<file path="config.mk">
export PLATFORM = sky130hd
export DESIGN_NAME = seg7_scan_ctrl
export DESIGN_NICKNAME = d
export VERILOG_FILES = /design/src/rtl/seg7_scan_ctrl.sv
export SDC_FILE = /design/constraint.sdc
export NUM_CORES = 1
export LEC_CHECK = 0
export CORE_MARGIN = 10
export CORE_UTILIZATION = 42
export DETAILED_ROUTE_END_ITERATION = 10
export PLACE_DENSITY = 0.71
export REMOVE_ABC_BUFFERS = 1
export SLEW_MARGIN = 20
export SYNTH_ARGS = -nofsm -noshare
export SYNTH_HDL_FRONTEND = slang
export SYNTH_SLANG_ARGS = --single-unit
export TNS_END_PERCENT = 20
</file>
<file path="constraint.sdc">
create_clock -name i_clk -period 2.9 [get_ports i_clk]
set_input_delay 0.435 -clock i_clk [delete_from_list [all_inputs] [get_ports i_clk]]
set_output_delay 0.435 -clock i_clk [all_outputs]
set_load 0.01 [all_outputs]
</file>
<file path="src/rtl/seg7_scan_ctrl.sv">
// seg7_scan_ctrl: multiplexed common-anode 7-segment scanner.
// Latches N_DIGITS hex nibbles plus decimal points on i_load. Each digit is
// shown for TICK_DIV clocks. Brightness is set by PWM within each slot, and
// leading zeros can be blanked. A frame-complete pulse is also produced.
// Ports:
//   i_clk, i_rst      clock, asynchronous active-high reset
//   i_data, i_dp      nibbles (digit 0 in bits [3:0]) and decimal points
//   i_load            capture i_data/i_dp into the display register
//   i_blank_lz        live leading-zero blanking enable
//   i_brightness      PWM on-time code, sampled at each slot start
//   o_anode           active-low digit enables
//   o_cathode         active-low segments {g,f,e,d,c,b,a}
//   o_dp_n            active-low decimal point
//   o_frame_done      one-cycle pulse when the last digit slot ends
module seg7_scan_ctrl #(
  parameter int unsigned N_DIGITS = 8,
  parameter int unsigned TICK_DIV = 100000,
  parameter int unsigned DIM_W    = 4
) (
  input  logic                  i_clk,
  input  logic                  i_rst,
  input  logic [4*N_DIGITS-1:0] i_data,
  input  logic [N_DIGITS-1:0]   i_dp,
  input  logic                  i_load,
  input  logic                  i_blank_lz,
  input  logic [DIM_W-1:0]      i_brightness,
  output logic [N_DIGITS-1:0]   o_anode,
  output logic [6:0]            o_cathode,
  output logic                  o_dp_n,
  output logic                  o_frame_done
);

  localparam int unsigned SUB_N = TICK_DIV >> DIM_W;
  localparam int unsigned SUB_W = (SUB_N > 1) ? $clog2(SUB_N) : 1;
  localparam int unsigned SEL_W = (N_DIGITS > 1) ? $clog2(N_DIGITS) : 1;

  logic [SUB_W-1:0]      r_sub;
  logic [DIM_W-1:0]      r_phase;
  logic [DIM_W-1:0]      r_bright;
  logic [SEL_W-1:0]      r_sel;
  logic [4*N_DIGITS-1:0] r_disp;
  logic [N_DIGITS-1:0]   r_dp;

  logic                  w_sub_wrap;
  logic                  w_slot_adv;
  logic                  w_sel_last;
  logic [3:0]            w_nib;
  logic                  w_dp_sel;
  logic                  w_zero_sel;
  logic [N_DIGITS-1:0]   w_zero;
  logic                  w_blank;
  logic                  w_on;
  logic [N_DIGITS-1:0]   w_anode_nx;
  logic [6:0]            w_cathode_nx;
  logic                  w_dp_n_nx;

  // Hex to active-low {g..a}.
  function automatic logic [6:0] f_hex7(input logic [3:0] n);
    logic [6:0] s;
    case (n)
      4'h0: s = 7'h40;
      4'h1: s = 7'h79;
      4'h2: s = 7'h24;
      4'h3: s = 7'h30;
      4'h4: s = 7'h19;
      4'h5: s = 7'h12;
      4'h6: s = 7'h02;
      4'h7: s = 7'h78;
      4'h8: s = 7'h00;
      4'h9: s = 7'h10;
      4'hA: s = 7'h08;
      4'hB: s = 7'h03;
      4'hC: s = 7'h46;
      4'hD: s = 7'h21;
      4'hE: s = 7'h06;
      default: s = 7'h0E;
    endcase
    return s;
  endfunction

  // A slot ends when the last phase's sub-count wraps.
  assign w_sub_wrap = (r_sub == SUB_W'(SUB_N - 1));
  assign w_slot_adv = w_sub_wrap && (r_phase == {DIM_W{1'b1}});
  assign w_sel_last = (r_sel == SEL_W'(N_DIGITS - 1));

  // w_zero[i]: digits i and above all show 0 with no decimal point lit.
  always_comb begin
    w_zero = '0;
    w_zero[N_DIGITS-1] = (r_disp[4*N_DIGITS-1 -: 4] == 4'h0) && !r_dp[N_DIGITS-1];
    for (int i = int'(N_DIGITS) - 2; i >= 0; i--) begin
      w_zero[i] = w_zero[i+1] && (r_disp[4*i +: 4] == 4'h0) && !r_dp[i];
    end
  end

  // Selected digit's nibble, decimal point and zero-chain bit.
  always_comb begin
    w_nib      = 4'h0;
    w_dp_sel   = 1'b0;
    w_zero_sel = 1'b0;
    for (int unsigned i = 0; i < N_DIGITS; i++) begin
      if (r_sel == SEL_W'(i)) begin
        w_nib      = r_disp[4*i +: 4];
        w_dp_sel   = r_dp[i];
        w_zero_sel = w_zero[i];
      end
    end
  end

  assign w_blank = i_blank_lz && (r_sel != '0) && w_zero_sel;
  assign w_on    = (r_phase <= r_bright);

  // Next pin values; anode and cathode are updated together on the same edge.
  always_comb begin
    w_anode_nx   = '1;
    w_cathode_nx = 7'h7F;
    w_dp_n_nx    = 1'b1;
    if (w_on && !w_blank) begin
      w_anode_nx   = ~(N_DIGITS'(1) << r_sel);
      w_cathode_nx = f_hex7(w_nib);
      w_dp_n_nx    = ~w_dp_sel;
    end
  end

  // Scan counters, display register and registered pins.
  always_ff @(posedge i_clk or posedge i_rst) begin
    if (i_rst) begin
      r_sub        <= '0;
      r_phase      <= '0;
      r_bright     <= '0;
      r_sel        <= '0;
      r_disp       <= '0;
      r_dp         <= '0;
      o_anode      <= '1;
      o_cathode    <= 7'h7F;
      o_dp_n       <= 1'b1;
      o_frame_done <= 1'b0;
    end else begin
      r_sub <= w_sub_wrap ? '0 : r_sub + SUB_W'(1);
      if (w_sub_wrap) begin
        r_phase <= r_phase + DIM_W'(1);
      end
      if (w_slot_adv) begin
        r_sel    <= w_sel_last ? '0 : r_sel + SEL_W'(1);
        r_bright <= i_brightness;
      end
      if (i_load) begin
        r_disp <= i_data;
        r_dp   <= i_dp;
      end
      o_anode      <= w_anode_nx;
      o_cathode    <= w_cathode_nx;
      o_dp_n       <= w_dp_n_nx;
      o_frame_done <= w_slot_adv && w_sel_last;
    end
  end

endmodule

</file>
# Yosys cells after proc, flatten, opt, wreduce, memory -nomap -nowiden
# Memory sizes are Yosys's and may differ from the RTL's.
# Index checks and enable logic that the tools add are counted.
dict set report op_classes {
  addsub 3
  magnitude_cmp 1
  n_eq_ne 9
  n_shift 1
  n_mux 29
  bitwise_logic 2
  reduce_logical 39
}
# cell count
set op_table {}
lappend op_table {{$logic_not 4->1} 8}
lappend op_table {{$mux 4} 8}
lappend op_table {{$logic_and 1x1->1} 20}
lappend op_table {{$mux 1} 17}
lappend op_table {{$add 13x1->13 const B} 1}
lappend op_table {{$eq 13x13->1 const B} 1}
lappend op_table {{$mux 13} 1}
lappend op_table {{$eq 3x3->1 const B} 4}
lappend op_table {{$logic_not 1->1} 9}
lappend op_table {{$mux 8} 1}
lappend op_table {{$not 8->8} 1}
lappend op_table {{$shl 1x3->8 const A} 1}
lappend op_table {{$mux 7} 1}
lappend op_table {{$eq 3x2->1 const B} 2}
lappend op_table {{$add 4x1->4 const B} 1}
lappend op_table {{$eq 4x4->1 const B} 1}
lappend op_table {{$le 4x4->1} 1}
lappend op_table {{$add 3x1->3 const B} 1}
lappend op_table {{$eq 3x1->1 const B} 1}
lappend op_table {{$logic_not 3->1} 1}
lappend op_table {{$mux 3} 1}
lappend op_table {{$reduce_bool 3->1} 1}
lappend op_table {{$not 1->1} 1}
dict set report word_totals {
  register_bits 81
  mem_bits_ro 112
  input_bits 48
  word_cells 95
  memories 1
}
# memory depth word_bits rd rd_ports_with_merged_regs write_ports line_no
set mem_list {}
lappend mem_list {{(no name shown)} 16 7 1 0 0 60} ;# case (n)

# Depth between registers and ports, before layout
# Gate-level depths: netlist of run 1.
dict set report logic_depth {
  ltp_word 28
  depth_mapped 14
  depth_no_buf 12
}

# Worst setup path before layout of run 1
# OpenSTA, ideal clock, no wires.
dict set report synth_path {
  kind {register to register}
  startpoint {register r_sel[2]}
  endpoint {register o_cathode[3]}
  t_arrival_ns 2.710
  setup_slack_ns 0.124
  path_stages_with_launch 13
  n_path_buf 1
  path_cell_list {dfrtp_1 > buf_2 > clkinv_1 > ha_1 > or2_1 > a221oi_1 > o22ai_1 > a21oi_1 > inv_1 > ha_1 > nand3b_1 > mux2_2 > nand4_1}
}
dict set report synth_via {
  elab_chain_len 13
  elab_cells_between_ends 31
  cone_classes {7 x eq/ne; 17 x mux; 6 x reduce/logical; 1 x memory}
}
# element line_no
set synth_rtl {}
lappend synth_rtl {{from (decl)} 40} ;# logic [SEL_W-1:0] r_sel;
lappend synth_rtl {{from (signal assigned)} 143} ;# r_sel <= w_sel_last ? '0 : r_sel + SEL_W'(1);
lappend synth_rtl {{parallel branches: the longest is 12 deep, another holds $mem_v2 16x7} --}
lappend synth_rtl {{$mux 7 *} 117} ;# if (w_on && !w_blank) begin
lappend synth_rtl {{via w_cathode_nx[3]} 54} ;# logic [6:0] w_cathode_nx;
lappend synth_rtl {{to (signal assigned)} 151} ;# o_cathode <= w_cathode_nx;
lappend synth_rtl {{to (decl)} 28} ;# output logic [6:0] o_cathode,
# Mark *: on every way through the listed nets, which the timed path passes.
# A chain may end at the register's enable or synchronous reset.

# Worst setup path in the final report of run 1
dict set report layout_path {
  startpoint {register r_sel[0]}
  endpoint {register o_cathode[2]}
}
# The elaborated chain is that of the path after synthesis.

==> results of run 1 <==
## metrics by stage
step | total power [mW] | setup slack (ns) | util (%) | hold WS (ns)
floorplan | 1.44 | -0.262 | - | 0.461
global placement | 1.61 | 0.327 | 51.4 | 0.486
detailed placement | 1.62 | 0.227 | 51.4 | 0.491
CTS | 2.52 | 0.217 | 53.6 | 0.508
global route | 2.61 | 0.0205 | 53.8 | 0.534
finish | 2.49 | 0.210 | 53.8 | 0.503
## placed cells by master, fill, tap and decap left out, types with 3 or more instances in the layout
| cell type | Yosys | routed |
|---|---|---|
| o22ai_1 | 3 | 3 |
| nand3b_1 | 6 | 6 |
| nor3_1 | 6 | 6 |
| nor2_1 | 24 | 24 |
| xnor2_1 | 10 | 10 |
| nand4_1 | 7 | 7 |
| and2_1 | 4 | 4 |
| a21oi_1 | 24 | 22 |
| clkdlybuf4s50_1 | 0 | 63 |
| dfstp_2 | 16 | 16 |
| nand2_1 | 35 | 35 |
| mux2_2 | 36 | 36 |
| clkbuf_8 | 0 | 10 |
| nand2b_1 | 5 | 5 |
| or4_1 | 3 | 3 |
| inv_1 | 19 | 18 |
| or3_1 | 4 | 4 |
| buf_4 | 0 | 13 |
| o31ai_1 | 3 | 3 |
| nand3_1 | 17 | 17 |
| xor2_1 | 5 | 5 |
| o21ai_0 | 14 | 14 |
| nor2b_1 | 3 | 3 |
| nand3_2 | 3 | 3 |
| ha_1 | 19 | 19 |
| a221oi_1 | 4 | 3 |
| dfrtp_1 | 65 | 65 |
## report_power, final
group	internal, mW	switching (mW)	leakage (nW)	total [mW]
Combinational	0.188	0.140	1.11	0.328
Clock	0.502	0.395	0.110	0.897
Sequential	1.21	0.0531	0.958	1.27
## kinds of logic (layout without fill, tap and decap cells)
kind of cell | count (synthesis) | in the layout | share of synthesized area, %
XOR/XNOR | 15 | 15 | 3.18
AO/OA/AOI/OAI | 66 | 66 | 10.4
flip-flops | 81 | 81 | 49.6
buffers and inverters | 40 | 115 | 4.03
adder cells (fa/ha/maj) | 19 | 19 | 5.76
AND/OR/NAND/NOR | 129 | 129 | 17.0
multiplexers | 37 | 37 | 10.1
## cell usage after synthesis, types with 3 or more instances
cell / n
a21oi_1: 24
clkbuf_1: 10
nand3_1: 17
nand2_1: 35
or4_1: 3
dfstp_2: 16
or3_1: 4
o22ai_1: 3
nand3b_1: 6
and2_1: 4
buf_2: 7
inv_1: 19
nand2b_1: 5
nand3_2: 3
nor2_1: 24
o21ai_0: 14
nand4_1: 7
a221oi_1: 4
o31ai_1: 3
nor2b_1: 3
mux2_2: 36
dfrtp_1: 65
xor2_1: 5
nor3_1: 6
ha_1: 19
xnor2_1: 10
## worst register-to-register path, cell delays in order (launching register included)
cell and delay (ns):
dfrtp_1 0.42, ha_1 0.23, ha_1 0.42, a21oi_1 0.24, o21ai_0 0.14, or3_1 0.49
and2_1 0.27, o311ai_0 0.37
## flip-flops by register name (all words and copies together) (netlist names)
register	cells
r_disp	32
r_sub	13
o_anode	8
r_dp	8
o_cathode	7
r_bright	4
r_phase	4
r_sel	3
o_dp_n	1
o_frame_done	1
## per-layer routing
layer / part of all wire, % / track usage [%]
met1: 49 / 19.1
met2: 46 / 20.9
met3: 3.6 / 2.22
met4: 1.8 / 5.57
met5: 0 / 0
## worst min path at each step
stage / start / end
finish: i_rst / r_dp[3]
global route: r_sub[7] / r_sub[7]
global placement: r_phase[3] / r_phase[3]
detailed placement: r_sub[7] / r_sub[7]
CTS: i_rst / r_disp[23]
floorplan: r_sub[7] / r_sub[7]
## layout make-up
| class | count | area, um2 |
|---|---|---|
| repair buffers | 79 | 773 |
| well taps | 133 | 166 |
| clock inverters | 6 | 81.3 |
| multi-input cells | 266 | 1930 |
| inverters | 20 | 75.1 |
| flip-flops and latches | 81 | 2050 |
| fillers | 865 | 4480 |
| clock buffers | 10 | 138 |
## repair_timing
action	CTS	global route
endpoints found under the hold margin	0	0
hold buffers	0	0
endpoints found under the setup margin	0	3
resized for setup	0	3
==> impl_metrics.yaml, run 1 <==
outcome:
  outcome: "finished clean"
layout:
  final_area_um2: 5210
  final_nets: 524
  final_layout_size_suffix_gt1_share_pct: 21.4
  num_antenna_cells: 0
  post_layout_nonfiller_instances: 595
  area_growth_syn_to_layout_pct: 26.2
grt:
  grt_pass1_wl_um: 16100
  grt_usage_pct: 13.8
  grt_antenna_before_repair: 0
  grt-ovfl-total: 0
  grt_pass1_vias: 3180
  grt_max_degree: 48
floorplanning:
  die_area_um2: 14200
  core_um2: 9680
  die_h_um: 119
  die_w_um: 119
  io_pins: 65
  rows: 36
  start_util_pct: 42.6
placed_design:
  portBuffers: 64
  hpwl_um: 7270
  dp_cells: 579
  routabilityCongestion: 0.874
  post_dp_cell_area_um2: 4970
critical_path:
  crit_cells: 7
  crit_chain: "ha_1, ha_1, a21oi_1, o21ai_0, or3_1, and2_1, o311ai_0"
  crit_family: "simple AND/OR/NAND/NOR gates"
  path_max_fanout: 18
  r2r_setup_slack_ns: 0.21
  worstReg2RegStart: "r_sel[0]"
  cp.arrival_ns: 2.92
  reg2reg_to: "o_cathode[2]"
  cp_slowest_cell: "or3_1"
  r2r_cells: 7
  crit_start: "r_sel[0]"
  cp-start-kind: "flop"
  max_stage_delay_ns: 0.49
  path_buf_inv: 0
  cp-endpoint: "o_cathode[2]"
  critical_path.endpoint_type: "flop"
  cp.required_ns: 3.13
  cp_common_cell: "ha_1"
  critical_path_class: "flop to flop"
drt:
  drcViolationCount: 0
  routed_wl_um: 9520
  wl_per_cell_um: 16.0
  vias: 3101
  drt_iter0_drc: 151
  postRouteAntennaNets: 0
  drt_pre_antenna_iters: 4
  via_per_inst: 5.21
yosys:
  synthArstFlopShare_pct: 100
  synth.area.top_cells: "dfrtp_1 (39%), dfstp_2 (10%), mux2_2 (9.8%)"
  synth_flop_cell: "dfrtp_1"
  yosysUniqueCellTypes: 56
  synth_seq_cells: 81
  synth-edff-count: 0
  yosysTopAreaCellShare_pct: 39.4
  post_synth.cell_area_avg_um2: 10.7
  synth_area_um2: 4130
  synth_top_area_cell: "dfrtp_1"
  synthCells: 387
  synth.yosys.seq_area_share_pct: 49.6
  yosys_warnings: 0
timing:
  grt_setup_unrepaired: "false"
  final.min_clock_period_ns: 2.69
  relSlewSlack_pct: 38.5
  finalCritPeriodShare_pct: 92.8
  clock_skew_ns: 0.0123
  hold_viol: 0
  tns_ns: 0
  setup-violations-final: 0
  max_freq_mhz: 372
  worstMarginPinSlew_ns: 0.923
  drv_slew: 0
power_and_ir_drop:
  p_per_area_nw_per_um2: 479
  leakage_nw: 2.18
  peakVddDrop_v: 0.000245
clock_network:
  cts.sinks: 81
  cts-root-buf: "clkbuf_8"
  cts_buffers: 9
  cts_buffer_depth: 2
  path_clk_slew_ns: 0.08
  cts_setup_buffers: 0
  h-tree-depth: 3
  cts_tree: "done"
  clock_latency_ns: 0.35
run:
  drv_cap: 0
hold_path:
  hp-class: "primary input to async pin"
No activity file was read; power rests on OpenSTA's default activity.
==> inputs of run 2 (changes only) <==
Settings changed: PLACE_DENSITY 0.71 to 0.67.
==> impl_metrics.yaml, run 2 (same netlist as run 1, synthesis figures left out) <==
critical_path:
  critical_path_class: "flop to flop"
  critical_path.endpoint_type: "flop"
  cp.arrival_ns: 2.97
  cp-start-kind: "flop"
  max_stage_delay_ns: 0.40
  cp.required_ns: 3.17
  path_buf_inv: 4
  crit_family: "compound AO/OA/AOI/OAI gates"
  path_max_fanout: 12
  cp_common_cell: "inv_1"
  crit_chain: "inv_1, ha_1, buf_4, a221oi_1, o22ai_1, a21o_1, inv_1, ha_1, inv_1, a21oi_1, a21oi_1, o221ai_1"
  cp_slowest_cell: "dfrtp_1"
hold_path:
  hp-class: "primary input to async pin"
timing:
  worstMarginPinSlew_ns: 0.608
  setup-violations-final: 0
  max_freq_mhz: 371
  drv_slew: 0
  finalCritPeriodShare_pct: 93.1
  grt_setup_unrepaired: "false"
  clock_skew_ns: 0.0119
  relSlewSlack_pct: 59.5
  hold_viol: 0
  final.min_clock_period_ns: 2.70
drt:
  vias: 3121
  drt_iter0_drc: 123
  drt_pre_antenna_iters: 4
  drcViolationCount: 0
  wl_per_cell_um: 16.0
  routed_wl_um: 9520
  via_per_inst: 5.24
  postRouteAntennaNets: 0
floorplanning:
  rows: 36
  die_area_um2: 14200
  die_w_um: 119
  die_h_um: 119
  io_pins: 65
  core_um2: 9680
  start_util_pct: 42.6
layout:
  final_layout_size_suffix_gt1_share_pct: 21.2
  area_growth_syn_to_layout_pct: 24.8
  regMostFlops: "r_disp"
  final_common_cell: "dfrtp_1"
  largestRegisters: "r_disp (32), r_sub (13)"
  utilization_pct: 53.2
  final_area_um2: 5150
  largest_register_ffs: 32
  layout_common_cells: "dfrtp_1 (65), clkdlybuf4s50_1 (63), mux2_2 (36)"
  post_layout_nonfiller_instances: 596
  final_nets: 525
  num_antenna_cells: 0
clock_network:
  cts.sinks: 81
  clock_latency_ns: 0.35
  cts_setup_buffers: 0
  cts_buffers: 9
  hold_buffers: 0
  path_clk_slew_ns: 0.08
  cts_buffer_depth: 2
  cts-root-buf: "clkbuf_8"
  cts_resized: 0
  cts_tree: "done"
  h-tree-depth: 3
grt:
  grt_usage_pct: 13.4
  grt_pass1_vias: 3148
  grt_max_degree: 54
  grt-ovfl-total: 0
  grt_antenna_before_repair: 0
  grt_pass1_wl_um: 15700
placed_design:
  routabilityCongestion: 0.897
  portBuffers: 64
  dp_cells: 580
  hpwl_um: 7360
  post_dp_cell_area_um2: 4970
power_and_ir_drop:
  p_int_mw: 1.74
  p_per_area_nw_per_um2: 453
  leakage_nw: 2.16
  switching_share_pct: 25.6
  p_sw_uw: 598
  power_frac_seq_pct: 54.3
  clkPwrFrac_pct: 31.8
  combinationalPowerShare_pct: 13.9
  peakVddDrop_v: 0.000250
outcome:
  outcome: "finished clean"
run:
  drv_cap: 0
[run 2: power by group through the flow]
stage	clock (mW)	combinational, mW	sequential (mW)
6_report	0.741	0.324	1.27
4_1_cts	0.764	0.330	1.27
5_1_grt	0.813	0.356	1.28
2_1_floorplan	0	0.163	1.28
3_3_place_gp	0	0.325	1.29
3_5_place_dp	0	0.329	1.29
[run 2: final timing paths]
path                            start            to  slack [ns]  depth (start not counted)
min                             i_rst    r_disp[19]        0.34                          2
max in group asynchronous       i_rst    o_anode[6]        1.99                          3
max                          r_sel[0]  o_cathode[4]        0.20                         12
min reg2reg                r_phase[3]    r_phase[3]        0.51                          1
min in group i_clk         r_phase[3]    r_phase[3]        0.51                          1
max reg2reg                  r_sel[0]  o_cathode[4]        0.20                         12
[run 2: per-layer routing]
layer	GRT usage, %	wire length (um)
met1	17.8	4440
met2	20.3	4330
met3	3.12	539
met4	6.26	214
met5	0	0
[run 2: final cells by class]
| cell class | instances | area (um2) |
|---|---|---|
| Tap cell | 133 | 166 |
| Clock inverter | 6 | 43.8 |
| Multi-Input combinational cell | 266 | 1910 |
| Timing Repair Buffer | 80 | 768 |
| Sequential cell | 81 | 2050 |
| Clock buffer | 10 | 138 |
| Fill cell | 875 | 4530 |
| Inverter | 20 | 75.1 |
[run 2: per-stage QoR]
| stage | power, mW | setup slack (ns) | TNS (ns) | hold slack (ns) |
|---|---|---|---|---|
| final | 2.33 | 0.201 | 0 | 0.337 |
| after global routing | 2.45 | 0.0193 | 0 | 0.352 |
| after CTS | 2.36 | 0.209 | 0 | 0.334 |
| after detailed placement | 1.62 | 0.217 | 0 | 0.491 |
| after global placement | 1.61 | 0.331 | 0 | 0.485 |
| after floorplan | 1.44 | -0.262 | -0.675 | 0.461 |
[run 2: worst reg2reg max path, cell delays in order (launching register included)]
cell and delay (ns):
dfrtp_1 0.40, inv_1 0.09, ha_1 0.32, buf_4 0.23
a221oi_1 0.34, o22ai_1 0.15, a21o_1 0.26, inv_1 0.14
ha_1 0.20, inv_1 0.07, a21oi_1 0.19, a21oi_1 0.06
o221ai_1 0.17
